**config.mk**
```make
export PLATFORM = sky130hd
export DESIGN_NAME = shift_seq
export DESIGN_NICKNAME = d
export VERILOG_FILES = /design/src/rtl/shift_seq_pkg.sv /design/src/rtl/shift_seq_step.sv /design/src/rtl/shift_seq.sv
export SDC_FILE = /design/constraint.sdc
export NUM_CORES = 1
export LEC_CHECK = 0
export ABC_CLOCK_PERIOD_IN_PS = 2800
export CORE_ASPECT_RATIO = 1.25
export CORE_UTILIZATION = 55
export CTS_BUF_LIST = sky130_fd_sc_hd__clkbuf_8
export CTS_CLUSTER_SIZE = 40
export DETAILED_ROUTE_END_ITERATION = 10
export GPL_TIMING_DRIVEN = 1
export PLACE_DENSITY = 0.83
export SYNTH_ARGS = -nofsm -noshare
export SYNTH_HDL_FRONTEND = slang
export SYNTH_SLANG_ARGS = --single-unit
```
**constraint.sdc**
```tcl
create_clock -name clk -period 2.8 [get_ports clk]
set_input_delay 0.42 -clock clk [delete_from_list [all_inputs] [get_ports clk]]
set_output_delay 0.42 -clock clk [all_outputs]
set_load 0.1 [all_outputs]
```
**src/rtl/shift_seq_pkg.sv**
```systemverilog
// Shared definitions for the multi-cycle shift unit.
//   - fill / direction encodings for the la and lr request fields
//   - FSM state encoding
//   - shamt_w(): width of a shift-amount field for a given operand width
package shift_pkg;

    localparam logic SH_LOGIC = 1'b0;
    localparam logic SH_ARITH = 1'b1;
    localparam logic SH_LEFT  = 1'b0;
    localparam logic SH_RIGHT = 1'b1;

    typedef enum logic [1:0] {
        IDLE = 2'd0,
        BUSY = 2'd1,
        DONE = 2'd2
    } state_e;

    // Number of bits needed to hold a shift amount of 0..xlen-1.
    function automatic int shamt_w(input int xlen);
        return $clog2(xlen);
    endfunction

endpackage

```
**src/rtl/shift_seq_step.sv**
```systemverilog
// shift_step: one combinational pass of the narrow shift stage.
// Ports:
//   data_i   operand
//   la_i     0 logical, 1 arithmetic (only meaningful for right shifts)
//   lr_i     0 left, 1 right
//   k_i      shift distance, 0..STEP inclusive
//   result_o shifted operand
module shift_step
    import shift_pkg::*;
#(
    parameter int XLEN = 32,
    parameter int STEP = 4,
    parameter int KW   = $clog2(STEP + 1)
) (
    input  logic [XLEN-1:0] data_i,
    input  logic            la_i,
    input  logic            lr_i,
    input  logic [KW-1:0]   k_i,
    output logic [XLEN-1:0] result_o
);

    // Select left, logical-right or sign-filling right shift.
    always_comb begin
        result_o = data_i;
        if (lr_i == SH_LEFT) begin
            result_o = data_i << k_i;
        end else if (la_i == SH_ARITH) begin
            result_o = $unsigned($signed(data_i) >>> k_i);
        end else begin
            result_o = data_i >> k_i;
        end
    end

endmodule

```
**src/rtl/shift_seq.sv**
```systemverilog
// shift_seq: multi-cycle shifter that moves at most STEP bits per cycle.
// Ports:
//   clk, rst_n            clock (rising edge), async active-low reset
//   in_valid/in_ready     request handshake; in_data, in_la, in_lr, in_shamt
//   flush                 synchronous abort, highest priority
//   out_valid/out_ready   result handshake; out_data is the accumulator register
//   busy                  high whenever the FSM is not IDLE
module shift_seq
    import shift_pkg::*;
#(
    parameter int XLEN = 32,
    parameter int STEP = 4
) (
    input  logic                     clk,
    input  logic                     rst_n,
    input  logic                     in_valid,
    output logic                     in_ready,
    input  logic [XLEN-1:0]          in_data,
    input  logic                     in_la,
    input  logic                     in_lr,
    input  logic [shamt_w(XLEN)-1:0] in_shamt,
    input  logic                     flush,
    output logic                     out_valid,
    input  logic                     out_ready,
    output logic [XLEN-1:0]          out_data,
    output logic                     busy
);

    localparam int SW = shamt_w(XLEN);
    localparam int KW = $clog2(STEP + 1);
    // One extra bit so STEP itself is representable even when STEP == XLEN.
    localparam logic [SW:0] STEP_EXT = (SW + 1)'(STEP);

    state_e            state_q, state_d;
    logic [XLEN-1:0]   acc_q, acc_d;
    logic [SW-1:0]     remaining_q, remaining_d;
    logic              la_q, la_d;
    logic              lr_q, lr_d;

    logic [SW:0]       rem_ext_s;
    logic [KW-1:0]     k_s;
    logic              last_step_s;
    logic [XLEN-1:0]   step_result_s;

    // Per-cycle distance: min(remaining, STEP), never more than what is left.
    always_comb begin
        rem_ext_s = {1'b0, remaining_q};
        if (rem_ext_s < STEP_EXT) begin
            k_s = KW'(rem_ext_s);
        end else begin
            k_s = KW'(STEP_EXT);
        end
        last_step_s = (rem_ext_s <= STEP_EXT);
    end

    shift_step #(
        .XLEN (XLEN),
        .STEP (STEP),
        .KW   (KW)
    ) u_step (
        .data_i   (acc_q),
        .la_i     (la_q),
        .lr_i     (lr_q),
        .k_i      (k_s),
        .result_o (step_result_s)
    );

    // Next-state, datapath update and handshake outputs; flush overrides all.
    always_comb begin
        state_d     = state_q;
        acc_d       = acc_q;
        remaining_d = remaining_q;
        la_d        = la_q;
        lr_d        = lr_q;
        in_ready    = 1'b0;
        if (flush) begin
            state_d = IDLE;
        end else begin
            case (state_q)
                IDLE: begin
                    in_ready = 1'b1;
                    if (in_valid) begin
                        acc_d       = in_data;
                        la_d        = in_la;
                        lr_d        = in_lr;
                        remaining_d = in_shamt;
                        if (in_shamt == SW'(0)) begin
                            state_d = DONE;
                        end else begin
                            state_d = BUSY;
                        end
                    end else begin
                        state_d = IDLE;
                    end
                end
                BUSY: begin
                    acc_d       = step_result_s;
                    remaining_d = remaining_q - SW'(k_s);
                    if (last_step_s) begin
                        state_d = DONE;
                    end else begin
                        state_d = BUSY;
                    end
                end
                DONE: begin
                    if (out_ready) begin
                        state_d = IDLE;
                    end else begin
                        state_d = DONE;
                    end
                end
                default: begin
                    state_d = IDLE;
                end
            endcase
        end
    end

    // State and datapath registers.
    always_ff @(posedge clk or negedge rst_n) begin
        if (!rst_n) begin
            state_q     <= IDLE;
            acc_q       <= '0;
            remaining_q <= '0;
            la_q        <= 1'b0;
            lr_q        <= 1'b0;
        end else begin
            state_q     <= state_d;
            acc_q       <= acc_d;
            remaining_q <= remaining_d;
            la_q        <= la_d;
            lr_q        <= lr_d;
        end
    end

    // Outputs decode directly from registers.
    always_comb begin
        out_valid = (state_q == DONE);
        busy      = (state_q != IDLE);
        out_data  = acc_q;
    end

endmodule

```
# [Yosys cells after proc, flatten, opt, wreduce, memory -nomap -nowiden]
# Cells that the tools add are included.
# W data, S select, Z words.
[word_totals] inputBits=44 word_cells=36 regBits=41 out_inout_bits=35
[op_classes] bitwise=1 reduce_logical=6 shifts=3 order_cmp=2 muxes=15 n_eq_ne=3 n_addsub=1
[ops] operator="$mux W32" n=3
[ops] operator="$pmux W32 S2" n=1
[ops] operator="$shl A32 B3 Y32" n=1
[ops] operator="$shr A32 B3 Y32" n=1
[ops] operator="$sshr A32 B3 Y32" n=1
[ops] operator="$mux W2" n=5
[ops] operator="$pmux W5 S2" n=1
[ops] operator="$pmux W2 S3" n=1
[ops] operator="$reduce_and A3 Y1" n=2
[ops] operator="$le A5 B3 Y1 const B" n=1
[ops] operator="$logic_not A5 Y1" n=1
[ops] operator="$lt A5 B3 Y1 const B" n=1
[ops] operator="$mux W5" n=1
[ops] operator="$sub A5 B3 Y5" n=1
[ops] operator="$reduce_bool A2 Y1" n=2
[ops] operator="$mux W3" n=1
[ops] operator="$eq A2 B1 Y1 const B" n=1
[ops] operator="$eq A2 B2 Y1 const B" n=1
[ops] operator="$logic_not A2 Y1" n=1
[ops] operator="$mux W1" n=2
[ops] operator="$ne A2 B2 Y1 const B" n=1
[ops] operator="$not A1 Y1" n=1

# [Logic depth before layout (Yosys ltp)]
[logic_depth] ltp_word=6 ltp_mapped=11 depth_no_buf=8

# [Hierarchy]
# From an unflattened synthesis, not the netlist that was laid out.
[unflattened] cells_unflattened=523 area_unflattened_um2=4386.7
[modules_own_cells] module="shift_step" cells_per_inst=314 n_inst=1 seq_area_each_um2=0.0 area_each_um2=2406.1
[modules_own_cells] module="shift_seq" cells_per_inst=209 n_inst=1 seq_area_each_um2=1026.0 area_each_um2=1980.6

# [Worst setup path after synthesis]
# No wires, ideal clock.
[synth_path] kind="reg-to-output" startpoint="register state_q[1]" endpoint="output port in_ready" setup_slack_ps=240 required_time_ps=2380 path_buffers=2 path_stages_with_launch=5 arrival_ps=2140 cell_sequence="dfrtp_1 -> buf_6 -> or2_2 -> clkbuf_1 -> nor2_1"
[synth_between] elab_chain_cells=3
[synth_rtl] element="from (decl)" line="shift_seq.sv:34" source="state_e state_q, state_d;"
[synth_rtl] element="from (signal assigned)" line="shift_seq.sv:128" source="state_q <= state_d;"
[synth_rtl] element="$logic_not A2 Y1" line="shift_seq.sv:79" source="case (state_q)"
[synth_rtl] element="$mux W1" line="shift_seq.sv:79"
[synth_rtl] element="$mux W1" line="shift_seq.sv:76" source="if (flush) begin"
[synth_rtl] element="to (decl)" line="shift_seq.sv:17" source="output logic in_ready,"
# No other way between the ends.

# [Final worst setup path]
[layout_path] startpoint="register remaining_q[3]" endpoint="register acc_q[4], in the netlist out_data[4]"
[layout_between] elab_chain_cells=6 word_cells_on_any_way=8 cone_classes="1 x order compare; 3 x shift; 4 x mux"
[layout_rtl] element="from (decl)" line="shift_seq.sv:36" source="logic [SW-1:0] remaining_q, remaining_d;"
[layout_rtl] element="from (signal assigned)" line="shift_seq.sv:130" source="remaining_q <= remaining_d;"
[layout_rtl] element="$lt A5 B3 Y1 (*)" line="shift_seq.sv:48" source="if (rem_ext_s < STEP_EXT) begin"
[layout_rtl] element="$mux W3 (*)" line="shift_seq.sv:48"
[layout_rtl] element="$shr A32 B3 Y32 or $sshr A32 B3 Y32 (tied branches)" line="shift_seq_step.sv:30, shift_seq_step.sv:28"
[layout_rtl] element="$mux W32" line="shift_seq_step.sv:27" source="end else if (la_i == SH_ARITH) begin"
[layout_rtl] element="$mux W32 (*)" line="shift_seq_step.sv:25" source="if (lr_i == SH_LEFT) begin"
[layout_rtl] element="$pmux W32 S2 (*)" line="shift_seq.sv:79"
[layout_rtl] element="to (signal assigned)" line="shift_seq.sv:123" source="acc_q <= '0;"
[layout_rtl] element="to (signal assigned)" line="shift_seq.sv:129" source="acc_q <= acc_d;"
[layout_rtl] element="to (decl)" line="shift_seq.sv:35" source="logic [XLEN-1:0] acc_q, acc_d;"
# Mark *: on every way between the ends. The rest lies on a longest branch, timed or not.
# A chain may end at the register's enable or synchronous reset.

==> flow_summary.ini <==
[routing]
dr.pass1.iters = 6
dr_total_vias = 5005
wire_per_inst_um = 22.3
vias_per_cell = 7.24
routed_wl_mm = 15.4
antenna_left = 0
drc_errors = 0
drt-initial-drc-count = 749

[synth]
syn_area_mm2 = 0.00435
synth_nets = 590
synth_cells = 545
yosysSeqAreaShare = 0.236
async_flop_share = 1.00
avgSynthCellArea_um2 = 7.98
synth_seq_cells = 41
yosysUniqueCellTypes = 70
yosys_warnings = 0
synth_top_flop_cell = dfrtp_1
synth_edf_count = 0

[placed_design]
placed_area_mm2 = 0.00506
gp_congestion = 0.952
dp.final_hpwl_mm = 10.4
io_buffers = 78

[clock_tree]
cts_buffer_depth = 2
cts_setup_buffers = 0
numCtsBuffers = 5
cts_tree = done
cts.sink_count = 41
cts_root_buffer = clkbuf_8
cts_hold_buf = 0
clock_latency_ns = 0.31
cts_resized = 0
clk_pin_slew_ns = 0.10
htree_num_levels = 2

[critical_path]
start_kind = flip-flop
worst-r2r-setup-slack_ns = 0.21
worstReg2RegEnd = out_data[4]
cp_max_fo = 47
crit_type = flip-flop to flip-flop
rr_startpoint = remaining_q[3]
crit_required_ns = 2.99
critPathArrivalTime_ns = 2.79
cp-end-kind = flip-flop
r2r_cells = 6

[layout]
num-fill-cells = 661
drive_above_1_share = 0.169
final_cell_area_mm2 = 0.00516
final_nets = 643
antenna_cells = 0
syn_to_final_growth_pct = 18.7

[power]
leakage_nw = 2.03
ir_drop_mv = 0.748
powerDensity_mw_per_mm2 = 1140

[floorplan]
dieHeight_um = 101
fp.dieArea_mm2 = 0.00827
num_rows = 35
chipWidth_um = 81.6
initial_utilization = 0.578
core_area_mm2 = 0.00753
pin_count = 79

[sta]
tightest_slew_ns = 1.02
rsz0062_at_grt = false
max_freq_mhz = 386
min_period_over_period = 0.926
setup_viol = 0
setup_tns_ns = 0
period_minus_slack_ns = 2.59
report.final.slew_viol_count = 0
slew_headroom = 0.321
finalClockSkew_ns = 0.0146
hold_viol = 0

[run]
maxCapViolCount = 0

[run_status]
outcome = finished, final reports clean

[worst_hold_path]
min_path_type = primary input to async pin

[global_routing]
grt_max_degree = 48
grt_pass1_wl_mm = 24.5
globalRoute.totalOverflow = 0
grt_pass1_vias = 4758
grtUsageTotal = 0.388
antenna_found_initial = 0
[metrics by stage]
step                 util  setup WS (ns)  hold WS [ns]  cells  power [mW]
finish              0.686          0.208         0.272    691        5.87
global placement    0.672          0.333         0.596    683        5.26
detailed placement  0.672          0.261         0.606    683        5.31
CTS                 0.686          0.234         0.315    691        5.78
floorplan               -          0.240         0.124    545        4.32
global route        0.686         0.0796         0.364    691        6.13
[cells in the final DEF (no fill, tap or decap), types with 3 or more instances in the layout]
cell type,netlist,layout
a211oi_1,3,3
a21o_1,4,4
a21oi_1,36,35
a221oi_1,14,14
a22oi_1,11,11
a311oi_1,3,3
a31oi_1,19,19
a32oi_1,7,7
a41oi_1,3,3
buf_4,7,63
clkbuf_8,0,7
clkdlybuf4s50_1,0,42
dfrtp_1,41,41
inv_1,7,7
mux2_2,6,6
mux2i_1,51,51
mux4_2,8,8
nand2_1,81,81
nand2b_1,5,5
nand3_1,23,23
nand4_1,3,3
nor2_1,40,40
nor2b_1,5,5
nor3_1,3,3
nor3_2,3,3
nor4_1,5,5
o2111ai_1,3,3
o211ai_1,12,12
o21ai_0,25,24
o221ai_1,4,4
o22ai_1,5,5
o2bb2ai_1,4,4
o32a_1,3,3
or3_1,3,3
or4_1,3,3
[cells in the mapped netlist, types with 5 or more instances]
cell type	count	share of area
inv_1	7	0.0060
buf_6	8	0.021
a21oi_1	36	0.041
mux4_2	8	0.041
buf_4	7	0.012
nand2_1	81	0.070
a32oi_1	7	0.014
o211ai_1	12	0.021
nor2b_1	5	0.0072
nand2b_1	5	0.0072
a22oi_1	11	0.019
o21ai_0	25	0.029
buf_2	14	0.016
a31oi_1	19	0.027
clkbuf_1	27	0.023
o22ai_1	5	0.0072
a221oi_1	14	0.028
nand3_1	23	0.026
nor2_1	40	0.035
nor4_1	5	0.0072
mux2i_1	51	0.12
dfrtp_1	41	0.24
mux2_2	6	0.016
[registers in the layout (all words and copies together), names as in the netlist]
signal	count
la_q	1
lr_q	1
out_data	32
remaining_q	5
state_q	2
[critical path, stage by stage, from the launching register on]
cell	delay [ns]
dfrtp_1	0.56
or4b_2	0.72
buf_4	0.32
mux2i_1	0.22
mux2i_1	0.13
a22o_1	0.25
o32a_1	0.28
[worst max path at each step]
stage	slack (ns)	from	cells after the start	endpoint
2_1_floorplan	0.24	state_q[1]	4	in_ready
3_3_place_gp	0.33	remaining_q[3]	6	out_data[4]
3_5_place_dp	0.26	remaining_q[3]	6	out_data[4]
4_1_cts	0.23	remaining_q[3]	6	out_data[4]
5_1_grt	0.08	remaining_q[3]	6	out_data[4]
6_report	0.21	remaining_q[3]	6	out_data[4]
[kinds of logic after synthesis]
| family | Yosys count | synth area share |
|---|---|---|
| adder cells (fa/ha/maj) | 1 | 0.00287 |
| flip-flops | 41 | 0.236 |
| buffers and inverters | 69 | 0.0840 |
| multiplexers | 67 | 0.180 |
| AO/OA/AOI/OAI | 180 | 0.292 |
| AND/OR/NAND/NOR | 186 | 0.204 |
| other | 1 | 0.000862 |
[area by class of cell]
type / instances / area (um2) / share of cell area
multi-input combinational: 435 / 2970 / 0.576
timing repair buffer: 107 / 918 / 0.178
clock inverter: 1 / 5.00 / 0.000969
sequential: 41 / 1030 / 0.199
clock buffer: 7 / 96.3 / 0.0187
tap: 92 / 115 / 0.0223
inverter: 8 / 30.0 / 0.00582
[where the power goes]
group / switching [mW] / internal (mW) / leakage, nW
Sequential: 0.540 / 0.806 / 0.471
Combinational: 2.87 / 1.19 / 1.51
Clock: 0.241 / 0.224 / 0.0542
[metal layers]
layer	GRT usage	vias up	share of wire
met5	0	-	0
met4	0.157	0	0.027
met3	0.0658	54	0.11
met2	0.603	426	0.47
met1	0.529	2340	0.38
li1	-	2185	-
No activity file was read; power rests on OpenSTA's default activity.
